[config.mk]
export PLATFORM = sky130hd
export DESIGN_NAME = alu_sequencer
export DESIGN_NICKNAME = d
export VERILOG_FILES = /design/src/rtl/alu_sequencer.sv
export SDC_FILE = /design/constraint.sdc
export NUM_CORES = 1
export LEC_CHECK = 0
export CAP_MARGIN = 10
export CORE_ASPECT_RATIO = 1.1
export CORE_MARGIN = 3
export CORE_UTILIZATION = 63
export CTS_CLUSTER_DIAMETER = 80
export DETAILED_ROUTE_END_ITERATION = 6
export GPL_TIMING_DRIVEN = 0
export PLACE_DENSITY_LB_ADDON = 0.1
export SYNTH_ARGS = -nofsm -noshare
export SYNTH_HDL_FRONTEND = slang
export SYNTH_SLANG_ARGS = --single-unit
[constraint.sdc]
create_clock -name Clk -period 3.5 [get_ports Clk]
set_input_delay 0.35 -clock Clk [delete_from_list [all_inputs] [get_ports Clk]]
set_output_delay 0.35 -clock Clk [all_outputs]
set_load 0.1 [all_outputs]
[src/rtl/alu_sequencer.sv]
// Microprogram sequencer driving a 4-bit ALU: 16-entry instruction store, PC and accumulator.
// Optional single-step gating of ISSUE is enabled by defining ALU_SEQ_STEP_EN.
module alu_sequencer #(
   parameter int unsigned PROG_DEPTH = 16
) (
   input  logic       Clk,
   input  logic       Rst,
   input  logic       prog_we,
   input  logic [3:0] prog_addr,
   input  logic [8:0] prog_wdata,
   input  logic       start,
   output logic       busy,
   output logic       done,
   output logic [3:0] OPC4,
   output logic [3:0] Ain,
   output logic [3:0] Bin,
   input  logic [3:0] Aout,
   input  logic       Z,
   output logic [3:0] acc,
   output logic       zero,
   output logic       out_valid,
   output logic [3:0] out_data
`ifdef ALU_SEQ_STEP_EN
   ,
   input  logic       step
`endif
);

   localparam int unsigned AW      = 4;
   localparam int unsigned DW      = 4;
   localparam int unsigned WW      = 9;
   localparam logic [AW-1:0] LAST_PC = AW'(PROG_DEPTH - 1);
   localparam logic [DW-1:0] OP_STORE = 4'b0011;

   typedef enum logic [2:0] {
      S_IDLE,
      S_FETCH,
      S_ISSUE,
      S_CAPTURE,
      S_DONE
   } state_t;

   state_t          state_q, state_d;
   logic [AW-1:0]   pc, pc_d;
   logic [DW-1:0]   acc_d, opc_d, ain_d, bin_d, out_data_d;
   logic            zero_d, out_valid_d, busy_d, done_d;
   logic [WW-1:0]   word;
   logic [WW-1:0]   mem [PROG_DEPTH];

   // Instruction store: not reset, writable only while idle.
   always_ff @(posedge Clk) begin
      if (prog_we && state_q == S_IDLE) begin
         mem[prog_addr] <= prog_wdata;
      end
   end

   assign word = mem[pc];

   always_ff @(posedge Clk) begin
      if (Rst) begin
         state_q <= S_IDLE;
      end else begin
         state_q <= state_d;
      end
   end

   always_comb begin
      state_d     = state_q;
      pc_d        = pc;
      acc_d       = acc;
      zero_d      = zero;
      opc_d       = OPC4;
      ain_d       = Ain;
      bin_d       = Bin;
      out_valid_d = 1'b0;
      out_data_d  = out_data;

      case (state_q)
         S_IDLE: begin
            if (start) begin
               pc_d    = '0;
               state_d = S_FETCH;
            end
         end
         S_FETCH: begin
            if (word[8]) begin
               state_d = S_DONE;
            end else begin
               opc_d   = word[7:4];
               bin_d   = word[3:0];
               ain_d   = acc;
               state_d = S_ISSUE;
            end
         end
         S_ISSUE: begin
`ifdef ALU_SEQ_STEP_EN
            if (step) begin
               state_d = S_CAPTURE;
            end
`else
            state_d = S_CAPTURE;
`endif
         end
         S_CAPTURE: begin
            acc_d  = Aout;
            zero_d = Z;
            if (OPC4 == OP_STORE) begin
               out_valid_d = 1'b1;
               out_data_d  = Aout;
            end
            // The PC never wraps; finishing the last slot ends the program.
            if (pc == LAST_PC) begin
               state_d = S_DONE;
            end else begin
               pc_d    = pc + AW'(1);
               state_d = S_FETCH;
            end
         end
         S_DONE: begin
            state_d = S_IDLE;
         end
         default: begin
            state_d = S_IDLE;
         end
      endcase

      busy_d = (state_d == S_FETCH) || (state_d == S_ISSUE) || (state_d == S_CAPTURE);
      done_d = (state_d == S_DONE);
   end

   // Registered datapath and status outputs.
   always_ff @(posedge Clk) begin
      if (Rst) begin
         pc        <= '0;
         acc       <= '0;
         zero      <= 1'b0;
         OPC4      <= '0;
         Ain       <= '0;
         Bin       <= '0;
         busy      <= 1'b0;
         done      <= 1'b0;
         out_valid <= 1'b0;
         out_data  <= '0;
      end else begin
         pc        <= pc_d;
         acc       <= acc_d;
         zero      <= zero_d;
         OPC4      <= opc_d;
         Ain       <= ain_d;
         Bin       <= bin_d;
         busy      <= busy_d;
         done      <= done_d;
         out_valid <= out_valid_d;
         out_data  <= out_data_d;
      end
   end

endmodule

**Word-level counts from Yosys, hierarchy flattened**

Memory sizes are Yosys's and may differ from the RTL's. A register that Yosys moved wholly into a read port is not among the register bits.
Index checks and enable logic that the tools add are counted.

- Add/sub/neg operators: 1
- Reduce and logical (&&, ||, !) cells: 9
- Equality and inequality tests: 11
- Bitwise gates (word level): 2
- Multiplexer cells: 12

Operators by type and width:

| operator | count |
|---|---|
| 4-bit 2-to-1 mux | 4 |
| 3-bit by 2-bit equality test with 1-bit output (second input constant) | 4 |
| 3-bit case mux with 4 select lines | 1 |
| 3-bit 2-to-1 mux | 3 |
| 4-bit case mux with 2 select lines | 1 |
| 3-bit by 1-bit equality test with 1-bit output (second input constant) | 2 |
| 4-bit by 1-bit adder with 4-bit output (second input constant) | 1 |
| 4-bit by 2-bit equality test with 1-bit output (second input constant) | 1 |
| 4-bit equality test (second input constant) | 1 |
| 2-bit != test (second input constant) | 2 |
| 2-bit AND reduction | 2 |
| 3-bit equality test (second input constant) | 1 |
| 3-bit zero test | 1 |
| 1-bit 2-to-1 mux | 3 |
| 3-bit AND reduction | 1 |
| 1-bit logical OR | 2 |
| 1-bit NOT | 2 |
| 2-bit nonzero test | 1 |
| 2-bit OR reduction | 1 |
| 1-bit logical AND | 1 |

- Output and inout port bits: 24
- Flip-flop bits (word level): 31
- Memory bits (writable): 144
- Memories: 1
- Word-level logic and storage cells: 47
- Input port bits: 22

Memories:

| name | depth | bits a word | read ports | clocked after memory_dff | write ports | line | RTL |
|---|---|---|---|---|---|---|---|
| mem | 16 | 9 | 1 | 1 | 1 | 48 | `logic [WW-1:0] mem [PROG_DEPTH];` |

**Logic depth before layout (Yosys ltp)**

- Depth after elaboration: 6
- Depth in mapped cells: 8

**Worst setup path before layout**

No wires, ideal clock.

- Path type: reg-to-reg
- From: reg state_q[1]
- To: mem mem[0][0], enable pin
- Stages on the path, launching flop included: 6
- Data arrival time: 1.838 ns
- Setup time: 0.387 ns
- Clock period less this slack: 2.225 ns
- Data required time: 3.113 ns
- Buffers on the path: 1
- Setup slack: 1.275 ns
- Path through: dfxtp_1 -> buf_2 -> nor3_1 -> nand2_1 -> or3_1 -> nor3_1

- Cells in the longest elaborated chain, start to end: 4

RTL lines:

| item | line | RTL |
|---|---|---|
| start, declared | 43 | `state_t state_q, state_d;` |
| start signal, assigned | 63 | `state_q <= state_d;` |
| 3-bit zero test | 52 | `if (prog_we && state_q == S_IDLE) begin` |
| 1-bit logical AND | 52 |  |
| 1-bit 2-to-1 mux | 52 |  |
| 1-bit 2-to-1 mux (implied by the code) | 53 | `mem[prog_addr] <= prog_wdata;` |
| end, declared | 48 |  |

No other way between the ends.

**Worst setup path in the final report**

- From: reg state_q[2]
- To: mem mem[4][2], enable pin

Same word-level chain as after synthesis.

==> flow_metrics.py <==
metrics = {
    "outcome": {
        "status": "finished clean",
    },
    "worst_setup_path": {
        "r2r_setup_slack_ns": 0.86,
        "critical_path_arrival_ns": 2.69,
        "path_cells": "clkbuf_1, nor3_1, nand2_1, or3_1, nor2_1",
        "path_depth": 5,
        "cp-startpoint": "state_q[2]",
        "slowest_stage": "nor2_1",
        "crit_family": "simple AND/OR/NAND/NOR gates",
        "cp_slowest_stage_delay_ns": 0.77,
        "critical_path.startpoint_type": "flop",
        "worst_r2r_startpoint": "state_q[2]",
        "crit_required_ns": 3.55,
        "critPathMaxFanout": 9,
        "r2r_cells": 5,
        "crit_path_end_kind": "flop",
        "path_buf_inv": 1,
        "crit_type": "reg -> reg",
        "crit_end": "mem[4][2]",
        "rr_endpoint": "mem[4][2]",
    },
    "synthesis": {
        "synthTopCellsByCount": "edfxtp_1 (144), dfxtp_1 (35), nor2_1 (34), mux4_2 (33), a22oi_1 (17)",
        "syn_nets": 423,
        "synth_area_leaders": "edfxtp_1 (63%), mux4_2 (11%), dfxtp_1 (10%)",
        "yosysMostFrequentCell": "edfxtp_1",
        "synth_cell_types": 38,
        "ys_seq_area_share_pct": 73.0,
        "synth_area_um2": 6890,
        "yosys_warnings": 0,
        "syn_inst": 400,
        "synth_flop_cell": "edfxtp_1",
        "syn_avg_cell_area_um2": 17.2,
        "synth.largest_area_cell": "edfxtp_1",
        "ys_ff_latch": 179,
        "synth_edf_count": 144,
        "synthArstFlopShare_pct": 0,
        "synth.top_cell.area_share_pct": 62.8,
    },
    "route": {
        "dr.pass1.iters": 5,
        "drtIter0Drc": 341,
        "totalWireLength_mm": 14.0,
        "vias_per_cell": 6.10,
        "wl_per_cell_um": 22.7,
        "via_count": 3778,
        "drc": 0,
        "final_antenna_net_count": 0,
    },
    "clocking": {
        "cts.sinks": 179,
        "insertion_delay_ns": 0.43,
        "cts_buffers": 17,
        "h-tree-depth": 4,
        "cts_setup_buffers": 0,
        "cts-root-buf": "clkbuf_16",
        "cts_tree": "built",
        "hold_buffers": 0,
        "cts_repair_resize_count": 0,
        "cts_buffer_depth": 2,
        "cts.clk_slew.worst_paths_ns": 0.06,
    },
    "sta": {
        "rsz0062_at_grt": "false",
        "tightest_slew_ns": 0.981,
        "whs_ns": 0.330,
        "finalWorstSetupSlack_ns": 0.857,
        "skew_ns": 0.00429,
        "hold_viol_final": 0,
        "timing.fmax_mhz": 378,
        "period_share_pct": 75.5,
        "drv_slew": 0,
        "slew_headroom_pct": 34.4,
        "setup_viol": 0,
        "layout_min_cycle_time_ns": 2.64,
        "fin_setup_tns_ns": 0,
    },
    "floorplan": {
        "core_um2": 10500,
        "rows": 39,
        "initial_core_util_pct": 65.3,
        "die_area_um2": 12200,
        "die_w_um": 106,
        "dieHeight_um": 116,
        "pin_count": 46,
    },
    "placement": {
        "dp_hpwl_mm": 9.00,
        "io_buffers": 44,
        "pre_cts_slack_ns": 0.865,
        "gp_congestion": 0.786,
    },
    "global_routing": {
        "track_usage_pct": 25.3,
        "grt_pass1_vias": 3955,
        "grt_overflow": 0,
        "grt_pass1_wl_mm": 22.2,
        "grt_max_degree": 17,
        "antenna_found_initial": 0,
    },
    "final_layout": {
        "finalNetCount": 486,
        "drive_gt1_share_pct": 17.9,
        "post-route-util_pct": 77.5,
        "nFillCells": 600,
        "syn_to_final_growth_pct": 18.6,
        "n_antenna_cell": 0,
    },
    "worst_hold_path": {
        "hold_depth": 2,
        "min_path_type": "in -> reg",
    },
    "run": {
        "maxCapViolations": 0,
    },
    "pwr": {
        "power_density_nw_per_um2": 557,
        "vdd_drop_max_uv": 506,
        "power.leakage_nw": 2.64,
    },
}
state kept, by name, summed over array words and instances (netlist names), named ones only:
register	cells
mem	144
Ain	4
Bin	4
OPC4	4
acc	4
out_data	4
pc	4
state_q	3
busy	1
done	1
out_valid	1
zero	1
routing by layer:
metal  global-route usage, %  part of all wire (%)  up-vias
met1                    31.4                    38     1907
met3                    6.07                   6.8       20
met5                       0                     0        -
li1                        -                     -     1697
met2                    43.5                    54      154
met4                    10.4                   1.8        0
where the power goes:
group	leakage (nW)	switching, W	internal (W)
Sequential	1.58	0.00000975	0.00232
Combinational	0.759	0.000121	0.0000545
Clock	0.300	0.000778	0.00126
how the worst min path moves through the flow:
stage | from | end | slack, ns
2_1_floorplan | prog_wdata[0] | mem[0][0] | 0.45
6_report | Rst | done | 0.33
4_1_cts | Rst | done | 0.32
3_5_place_dp | Bin[3] | Bin[3] | 0.46
5_1_grt | Rst | out_data[3] | 0.34
3_3_place_gp | Ain[3] | Ain[3] | 0.45
final cells by class:
type	instances	area, um2	area share, %
Buffer	23	138	1.69
Clock buffer	18	429	5.26
Clock inverter	14	211	2.59
Multi-Input combinational cell	198	1740	21.4
Sequential cell	179	5020	61.5
Tap cell	143	179	2.19
Timing Repair Buffer	44	440	5.39
cells by family (layout without fill, tap and decap cells):
kind of cell	Yosys count	in the layout	share of synthesized area [%]
DFF	179	179	73.0
xor gates and xnor gates	3	3	0.382
AOI/OAI and AO/OA	51	51	4.60
muxes	50	50	13.3
buffers and inverters	23	99	2.00
adders and majority gates	1	1	0.182
and+or+nand+nor	93	93	6.58
stage by stage:
step                      power (W)  instances  cell area (um2)
after detailed placement    0.00255        587             7530
after floorplan             0.00247        400             6890
after global routing        0.00467        619             8170
final                       0.00455        619             8170
after CTS                   0.00457        619             8170
after global placement      0.00255        587             7510
cells in the final DEF (no fill, tap or decap), types with 3 or more instances in the layout:
cell type | Yosys | layout
clkbuf_16 | 0 | 17
clkinvlp_4 | 0 | 4
nor2_1 | 34 | 34
buf_2 | 7 | 7
bufinv_16 | 0 | 5
clkdlybuf4s50_1 | 0 | 44
a22oi_1 | 17 | 17
dfxtp_1 | 35 | 35
xnor2_1 | 3 | 3
o21ai_1 | 10 | 10
nor3b_1 | 4 | 4
a21oi_1 | 14 | 14
mux2i_1 | 15 | 15
nand2b_1 | 6 | 6
buf_4 | 3 | 3
clkbuf_1 | 9 | 10
nor2b_1 | 4 | 4
o21ai_0 | 5 | 5
nand2_1 | 15 | 15
mux4_2 | 33 | 33
nor3_2 | 0 | 4
nand3_1 | 15 | 15
edfxtp_1 | 144 | 144
(Power assumes the default switching activity.)
